<file path="src/rtl/rc4_engine.sv">
// RC4 decryption engine: S-array init, key scheduling, keystream generation and
// XOR of a ciphertext ROM into a plaintext RAM, with optional early abort on implausible text.
module rc4_engine #(
    parameter int KEY_LENGTH = 3,
    parameter int MSG_LENGTH = 32,
    parameter int CHECK_EN   = 1,
    localparam int AW = (MSG_LENGTH > 1) ? $clog2(MSG_LENGTH) : 1
) (
    input  logic                    clk,
    input  logic                    reset,
    input  logic                    start,
    input  logic [8*KEY_LENGTH-1:0] key,
    output logic                    busy,
    output logic                    done,
    output logic                    key_ok,
    output logic [7:0]              s_addr,
    output logic [7:0]              s_wdata,
    output logic                    s_we,
    input  logic [7:0]              s_rdata,
    output logic [AW-1:0]           rom_addr,
    input  logic [7:0]              rom_rdata,
    output logic [AW-1:0]           out_addr,
    output logic [7:0]              out_wdata,
    output logic                    out_we,
    output logic [3:0]              state_tap
);

    localparam int KW = (KEY_LENGTH > 1) ? $clog2(KEY_LENGTH) : 1;

    typedef enum logic [4:0] {
        ST_IDLE        = 5'd0,
        ST_INIT        = 5'd1,
        ST_KSA_RD_I    = 5'd2,
        ST_KSA_LD_I    = 5'd3,
        ST_KSA_RD_J    = 5'd4,
        ST_KSA_LD_J    = 5'd5,
        ST_KSA_WR_I    = 5'd6,
        ST_KSA_WR_J    = 5'd7,
        ST_PRGA_RD_I   = 5'd8,
        ST_PRGA_LD_I   = 5'd9,
        ST_PRGA_RD_J   = 5'd10,
        ST_PRGA_LD_J   = 5'd11,
        ST_PRGA_WR_I   = 5'd12,
        ST_PRGA_WR_J   = 5'd13,
        ST_PRGA_RD_F   = 5'd14,
        ST_PRGA_LD_F   = 5'd15,
        ST_PRGA_WR_OUT = 5'd16
    } state_t;

    state_t                  r_state;
    state_t                  w_next;
    logic [7:0]              r_i;
    logic [7:0]              r_j;
    logic [AW-1:0]           r_k;
    logic [KW-1:0]           r_kidx;
    logic [7:0]              r_si;
    logic [7:0]              r_sj;
    logic [7:0]              r_f;
    logic [7:0]              r_enc;
    logic [8*KEY_LENGTH-1:0] r_key;
    logic                    r_done;
    logic                    r_key_ok;

    logic [7:0] w_key_byte;
    logic [7:0] w_plain;
    logic       w_plausible;
    logic       w_byte_ok;
    logic       w_last_i;
    logic       w_last_k;
    logic       w_last_kidx;

    always_comb begin
        w_key_byte = '0;
        for (int n = 0; n < KEY_LENGTH; n++) begin
            if (r_kidx == KW'(n)) w_key_byte = r_key[(KEY_LENGTH-1-n)*8 +: 8];
        end
    end

    assign w_plain     = r_f ^ r_enc;
    assign w_plausible = (w_plain == 8'h20) || ((w_plain >= 8'h61) && (w_plain <= 8'h7A));
    assign w_byte_ok   = (CHECK_EN == 0) || w_plausible;
    assign w_last_i    = (r_i == 8'hFF);
    assign w_last_k    = (r_k == AW'(MSG_LENGTH - 1));
    assign w_last_kidx = (r_kidx == KW'(KEY_LENGTH - 1));

    always_ff @(posedge clk or posedge reset) begin
        if (reset) r_state <= ST_IDLE;
        else       r_state <= w_next;
    end

    always_comb begin
        w_next = r_state;
        case (r_state)
            ST_IDLE:        if (start) w_next = ST_INIT;
            ST_INIT:        if (w_last_i) w_next = ST_KSA_RD_I;
            ST_KSA_RD_I:    w_next = ST_KSA_LD_I;
            ST_KSA_LD_I:    w_next = ST_KSA_RD_J;
            ST_KSA_RD_J:    w_next = ST_KSA_LD_J;
            ST_KSA_LD_J:    w_next = ST_KSA_WR_I;
            ST_KSA_WR_I:    w_next = ST_KSA_WR_J;
            ST_KSA_WR_J:    w_next = w_last_i ? ST_PRGA_RD_I : ST_KSA_RD_I;
            ST_PRGA_RD_I:   w_next = ST_PRGA_LD_I;
            ST_PRGA_LD_I:   w_next = ST_PRGA_RD_J;
            ST_PRGA_RD_J:   w_next = ST_PRGA_LD_J;
            ST_PRGA_LD_J:   w_next = ST_PRGA_WR_I;
            ST_PRGA_WR_I:   w_next = ST_PRGA_WR_J;
            ST_PRGA_WR_J:   w_next = ST_PRGA_RD_F;
            ST_PRGA_RD_F:   w_next = ST_PRGA_LD_F;
            ST_PRGA_LD_F:   w_next = ST_PRGA_WR_OUT;
            ST_PRGA_WR_OUT: w_next = (!w_byte_ok || w_last_k) ? ST_IDLE : ST_PRGA_RD_I;
            default:        w_next = ST_IDLE;
        endcase
    end

    always_ff @(posedge clk or posedge reset) begin
        if (reset) begin
            r_i      <= '0;
            r_j      <= '0;
            r_k      <= '0;
            r_kidx   <= '0;
            r_si     <= '0;
            r_sj     <= '0;
            r_f      <= '0;
            r_enc    <= '0;
            r_key    <= '0;
            r_done   <= 1'b0;
            r_key_ok <= 1'b0;
        end else begin
            case (r_state)
                ST_IDLE: begin
                    if (start) begin
                        r_key    <= key;
                        r_i      <= '0;
                        r_j      <= '0;
                        r_k      <= '0;
                        r_kidx   <= '0;
                        r_done   <= 1'b0;
                        r_key_ok <= 1'b0;
                    end
                end
                ST_INIT:     r_i <= r_i + 8'd1;
                ST_KSA_LD_I: begin
                    r_si <= s_rdata;
                    r_j  <= r_j + s_rdata + w_key_byte;
                end
                ST_KSA_LD_J: r_sj <= s_rdata;
                ST_KSA_WR_J: begin
                    r_i    <= r_i + 8'd1;
                    r_kidx <= w_last_kidx ? '0 : r_kidx + 1'b1;
                    if (w_last_i) begin
                        r_j <= '0;
                        r_k <= '0;
                    end
                end
                ST_PRGA_RD_I: r_i <= r_i + 8'd1;
                ST_PRGA_LD_I: begin
                    r_si <= s_rdata;
                    r_j  <= r_j + s_rdata;
                end
                ST_PRGA_LD_J: r_sj <= s_rdata;
                ST_PRGA_LD_F: begin
                    r_f   <= s_rdata;
                    r_enc <= rom_rdata;
                end
                ST_PRGA_WR_OUT: begin
                    r_k <= r_k + 1'b1;
                    if (!w_byte_ok) begin
                        r_done   <= 1'b1;
                        r_key_ok <= 1'b0;
                    end else if (w_last_k) begin
                        r_done   <= 1'b1;
                        r_key_ok <= 1'b1;
                    end
                end
                default: ;
            endcase
        end
    end

    always_comb begin
        s_addr    = '0;
        s_wdata   = '0;
        s_we      = 1'b0;
        rom_addr  = '0;
        out_addr  = '0;
        out_wdata = '0;
        out_we    = 1'b0;
        case (r_state)
            ST_INIT: begin
                s_addr  = r_i;
                s_wdata = r_i;
                s_we    = 1'b1;
            end
            ST_KSA_RD_I:  s_addr = r_i;
            ST_KSA_RD_J,
            ST_PRGA_RD_J: s_addr = r_j;
            ST_PRGA_RD_I: s_addr = r_i + 8'd1;
            ST_KSA_WR_I,
            ST_PRGA_WR_I: begin
                s_addr  = r_i;
                s_wdata = r_sj;
                s_we    = 1'b1;
            end
            ST_KSA_WR_J,
            ST_PRGA_WR_J: begin
                s_addr  = r_j;
                s_wdata = r_si;
                s_we    = 1'b1;
            end
            ST_PRGA_RD_F: begin
                s_addr   = r_si + r_sj;
                rom_addr = r_k;
            end
            ST_PRGA_WR_OUT: begin
                out_addr  = r_k;
                out_wdata = w_plain;
                out_we    = 1'b1;
            end
            default: ;
        endcase
    end

    assign busy   = (r_state != ST_IDLE);
    assign done   = r_done;
    assign key_ok = r_key_ok;
    // 17 states in a 4-bit tap: PRGA_LD_F and PRGA_WR_OUT both read back as 4'hF
    assign state_tap = r_state[4] ? 4'hF : r_state[3:0];

endmodule

</file>
<file path="config.mk">
export PLATFORM = sky130hd
export DESIGN_NAME = rc4_engine
export DESIGN_NICKNAME = d
export VERILOG_FILES = /design/src/rtl/rc4_engine.sv
export SDC_FILE = /design/constraint.sdc
export NUM_CORES = 1
export LEC_CHECK = 0
export CAP_MARGIN = 20
export CELL_PAD_IN_SITES_DETAIL_PLACEMENT = 1
export CELL_PAD_IN_SITES_GLOBAL_PLACEMENT = 2
export CORE_MARGIN = 2
export CORE_UTILIZATION = 31
export CTS_BUF_LIST = sky130_fd_sc_hd__clkbuf_16
export CTS_CLUSTER_SIZE = 28
export DETAILED_ROUTE_END_ITERATION = 6
export PLACE_DENSITY_LB_ADDON = 0.1
export SYNTH_ARGS = -nofsm -noshare
export SYNTH_HDL_FRONTEND = slang
export SYNTH_SLANG_ARGS = --single-unit
</file>
<file path="constraint.sdc">
create_clock -name clk -period 2.9 [get_ports clk]
set_clock_uncertainty 0.1 [all_clocks]
set_input_delay 0.29 -clock clk [delete_from_list [all_inputs] [get_ports clk]]
set_output_delay 0.29 -clock clk [all_outputs]
set_load 0.1 [all_outputs]
</file>
==> summary.txt <==
Die
  – Core area: 16700 µm²
  – Starting Density: 31.9%
  – Die H: between 100 and 150 µm
  – # IOs: 86
  – Die ar.: 18200 µm²
  – Cell row count: 47
  – Die X: around 140 µm

Clocking
  – Hold buffers post-CTS: 0
  – CTS tree: done
  – Clock-pin slew on the worst setup and hold paths: 0.07 ns
  – Clock Sinks: 86
  – Clock buffer depth: 2
  – Clk Latency, worst-skew pair: approximately 0.35 ns
  – TritonCTS Buffers: 9
  – H-tree depth: 3
  – Clk root buf: clkbuf_16

Setup path
  – Setup CP Type: flip-flop to primary output
  – Worst Setup Start Kind: flip-flop
  – Crit-path slowest cell: dfrtp_1
  – Max incr delay on CP: between 0.3 and 0.4 ns
  – Critical Path AT: between 2 and 3 ns
  – Max FO, Critical Path: 2
  – Cell depth of the worst setup path: 9
  – Crit-path leading delay family: compound AO/OA/AOI/OAI gates
  – Critical path, cell by cell: ha_1, a21o_1, a21oi_2, o21bai_2, a2111oi_4, nor3_2, xnor2_1, o221ai_2, buf_12
  – Register-to-Register Path Depth: 12
  – Worst setup EP type: primary output
  – Worst path bufs/invs: 1
  – Worst Path Required: 2.51 ns

Drt
  – DRT iter0 DRCs: between 200 and 250
  – Drt drc: 0
  – Vias: approximately 4600
  – Post-route ant nets: 0
  – Avg Vias per Cell: roughly 5.2
  – Initial DRT Pass Iterations: 4
  – DR WL/cell: a little under 20 µm
  – Post-Route WL: between 15 and 20 mm

Cells and area
  – Final net count: approximately 730
  – P&R area growth vs syn: 45.7%
  – # diodes: 0
  – Final Cell Area: 7750 µm²
  – Proportion of layout cells with a drive suffix above 1: ~37%

Outcome
  – Failing checks: setup timing
  – Outcome: complete, but fails checks

STA
  – Hold slack: roughly 0.26 ns
  – Max_slew headroom: ~46%
  – Post-route clock period utilization: 102%
  – Fmax: between 300 and 400 MHz
  – Tmin final: 2.97 ns
  – Least-Margin Pin Slew: between 0.7 and 0.8 ns
  – Final setup fails: 4
  – RSZ-0062 raised after global routing: true
  – Worst Slack Setup Final: -0.0715 ns
  – Hold Vio Cnt, Final: 0
  – Setup TNS: -0.126 ns
  – Max Slew Vio Count: 0

Logic synthesis
  – Async set-reset flop share out of synthesis: 100%
  – Synthesis-stage register bit count: 86
  – Syn_area_per_cell: just over 10 µm²
  – Syn. warnings: 0
  – Post-Syn Area: 5320 µm²
  – Gate Count Post-Synth: 522
  – Synth cell types: 56
  – Sequential fraction of the synthesis area: roughly two fifths
  – Post-synth net total: a little under 600
  – Cell taking the most area after synthesis: dfrtp_1
  – Top FF cell, synth: dfrtp_1
  – Synth top area share: roughly two fifths
  – Area contributors post-synth: dfrtp_1, mux2_2, ha_1, xnor2_1, o21ai_0
  – Post-synth EDFFs: 0

Placed design
  – Placed Area: 7080 µm²
  – Placed wire-length estimate: about 13 mm
  – Dpl ws: -0.616 ns
  – Routability Congestion: roughly 0.79
  – Port bufs: 85

Pwr
  – Sw frac: 31.6%
  – Psw: between 1 and 1.5 mW
  – Internal: 2.65 mW
  – Peak supply drop: roughly 480 µV
  – Static leakage: between 3 and 4 nW
  – Part of the power in registers: between 30% and 40%
  – Clock power share: a little under a third
  – Combinational power share: 35.0%
  – PwrDens: around 500 nW/µm²

Hold path
  – Hold Crit Class: input port to asynchronous set/reset pin

Job
  – Max cap viols: 0

Global routing
  – First-pass GRT wire length: around 27 mm
  – Total GRT Usage: roughly a fifth
  – Largest net degree at the start of global routing: 87
  – Antenna violations before repair: 0
  – Vias in the first global route: roughly 4900
  – Total gr overflow: 0
what timing repair did:
action	CTS	global route
pin swaps	15	24
setup buffers	4	15
gates resized for setup	27	27
setup endpoints to repair	10	11
Yosys cell counts, types with 3 or more instances:
| library cell | instances |
|---|---|
| nor2b_1 | 6 |
| inv_1 | 23 |
| clkbuf_1 | 12 |
| and3_1 | 13 |
| dfrtp_1 | 86 |
| xor2_1 | 14 |
| o211ai_1 | 3 |
| and2_1 | 8 |
| ha_1 | 24 |
| o31ai_1 | 6 |
| mux2i_1 | 10 |
| nor3_1 | 13 |
| buf_2 | 6 |
| buf_4 | 5 |
| a21o_1 | 5 |
| xnor2_1 | 21 |
| a222oi_1 | 11 |
| a22o_1 | 3 |
| a22oi_1 | 7 |
| nand2b_1 | 4 |
| mux2_2 | 57 |
| o21ai_0 | 35 |
| nor2_1 | 37 |
| fa_1 | 3 |
| o21bai_1 | 5 |
| nand2_1 | 29 |
| nand3_1 | 17 |
| a21oi_1 | 18 |
| a221o_1 | 5 |
through the flow:
step / power, mW / cells / util [%]
finish: 3.88 / 885 / 46.4
global route: 4.10 / 885 / 46.4
CTS: 3.73 / 871 / 45.0
detailed placement: 2.42 / 852 / 42.4
global placement: 2.39 / 852 / 42.4
floorplan: 1.96 / 522 / -
flip-flops by register name, summed over array words and instances, names as in the netlist:
signal	cells
r_f	8
r_si	8
r_sj	8
r_kidx	2
r_i	8
r_k	5
done	1
key_ok	1
r_enc	8
r_key	24
r_state	5
r_j	8
final cells by class:
class	instances	area, µm²
Inverter	23	87.6
Clock buffer	9	225
Sequential cell	86	2160
Clock inverter	6	65.1
Tap cell	220	275
Fill cell	1805	8950
Multi-Input combinational cell	387	3190
Timing Repair Buffer	154	1750
layout by cell type (no fill, tap or decap), drive strengths merged, types with 3 or more instances in the layout:
cell and n:
clkinvlp 3, clkdlybuf4s50 40, dfrtp 86, nand2 29
o211ai 3, nor3 16, ha 24, nor2b 7
fa 3, nand2b 4, a221o 5, o21ai 36
nand3 18, a21o 5, o31ai 6, mux2 57
buf 111, a22o 3, a222oi 11, xnor2 21
or2 3, and2 9, nor2 38, a22oi 7
mux2i 10, clkbuf 10, xor2 14, inv 23
and3 15, a21oi 18, a31oi 3, o21bai 5
power groups by stage:
stage | clock, mW | sequential [mW] | combinational, mW
2_1_floorplan | 0 | 1.34 | 0.628
3_3_place_gp | 0 | 1.37 | 1.02
6_report | 1.17 | 1.35 | 1.36
4_1_cts | 1.21 | 1.34 | 1.18
3_5_place_dp | 0 | 1.36 | 1.06
5_1_grt | 1.26 | 1.35 | 1.49
layer usage:
metal | wire (µm) | up-vias | track usage (%)
met1 | 7940 | 2343 | 26.6
li1 | - | 2160 | -
met4 | 204 | 0 | 5.73
met3 | 483 | 12 | 3.19
met5 | 0 | - | 0
met2 | 8410 | 70 | 30.9
worst reg2reg max path: cells and delay by family, from the launching register on:
family,cells,cell delay (ns)
simple gates,1,0.08
fa+ha+maj,3,0.79
xor+xnor,3,0.48
compound gates,5,0.94
flops,1,0.39
logic make-up (layout without fill, tap and decap cells):
group | count (synthesis) | count (layout) | synth area share [%]
AOI/OAI and AO/OA | 112 | 112 | 14.6
and+or+nand+nor | 146 | 146 | 14.4
buffers and inverters | 49 | 192 | 4.09
adders and majority gates | 27 | 27 | 6.77
xor gates and xnor gates | 35 | 35 | 5.76
muxes | 67 | 67 | 13.9
DFF | 86 | 86 | 40.4
path summary, 6_finish.rpt:
check,startpoint,to,slack (ns)
hold / removal,reset,r_key[22],0.26
setup / recovery,r_si[1],s_addr[7],-0.07
max in group asynchronous,reset,r_state[0],1.99
hold reg to reg,r_key[3],r_key[3],0.41
min in group clk,s_rdata[0],r_f[0],0.26
setup reg to reg,r_j[0],r_j[7],0
Note: power is estimated with default switching activity, not from simulation.
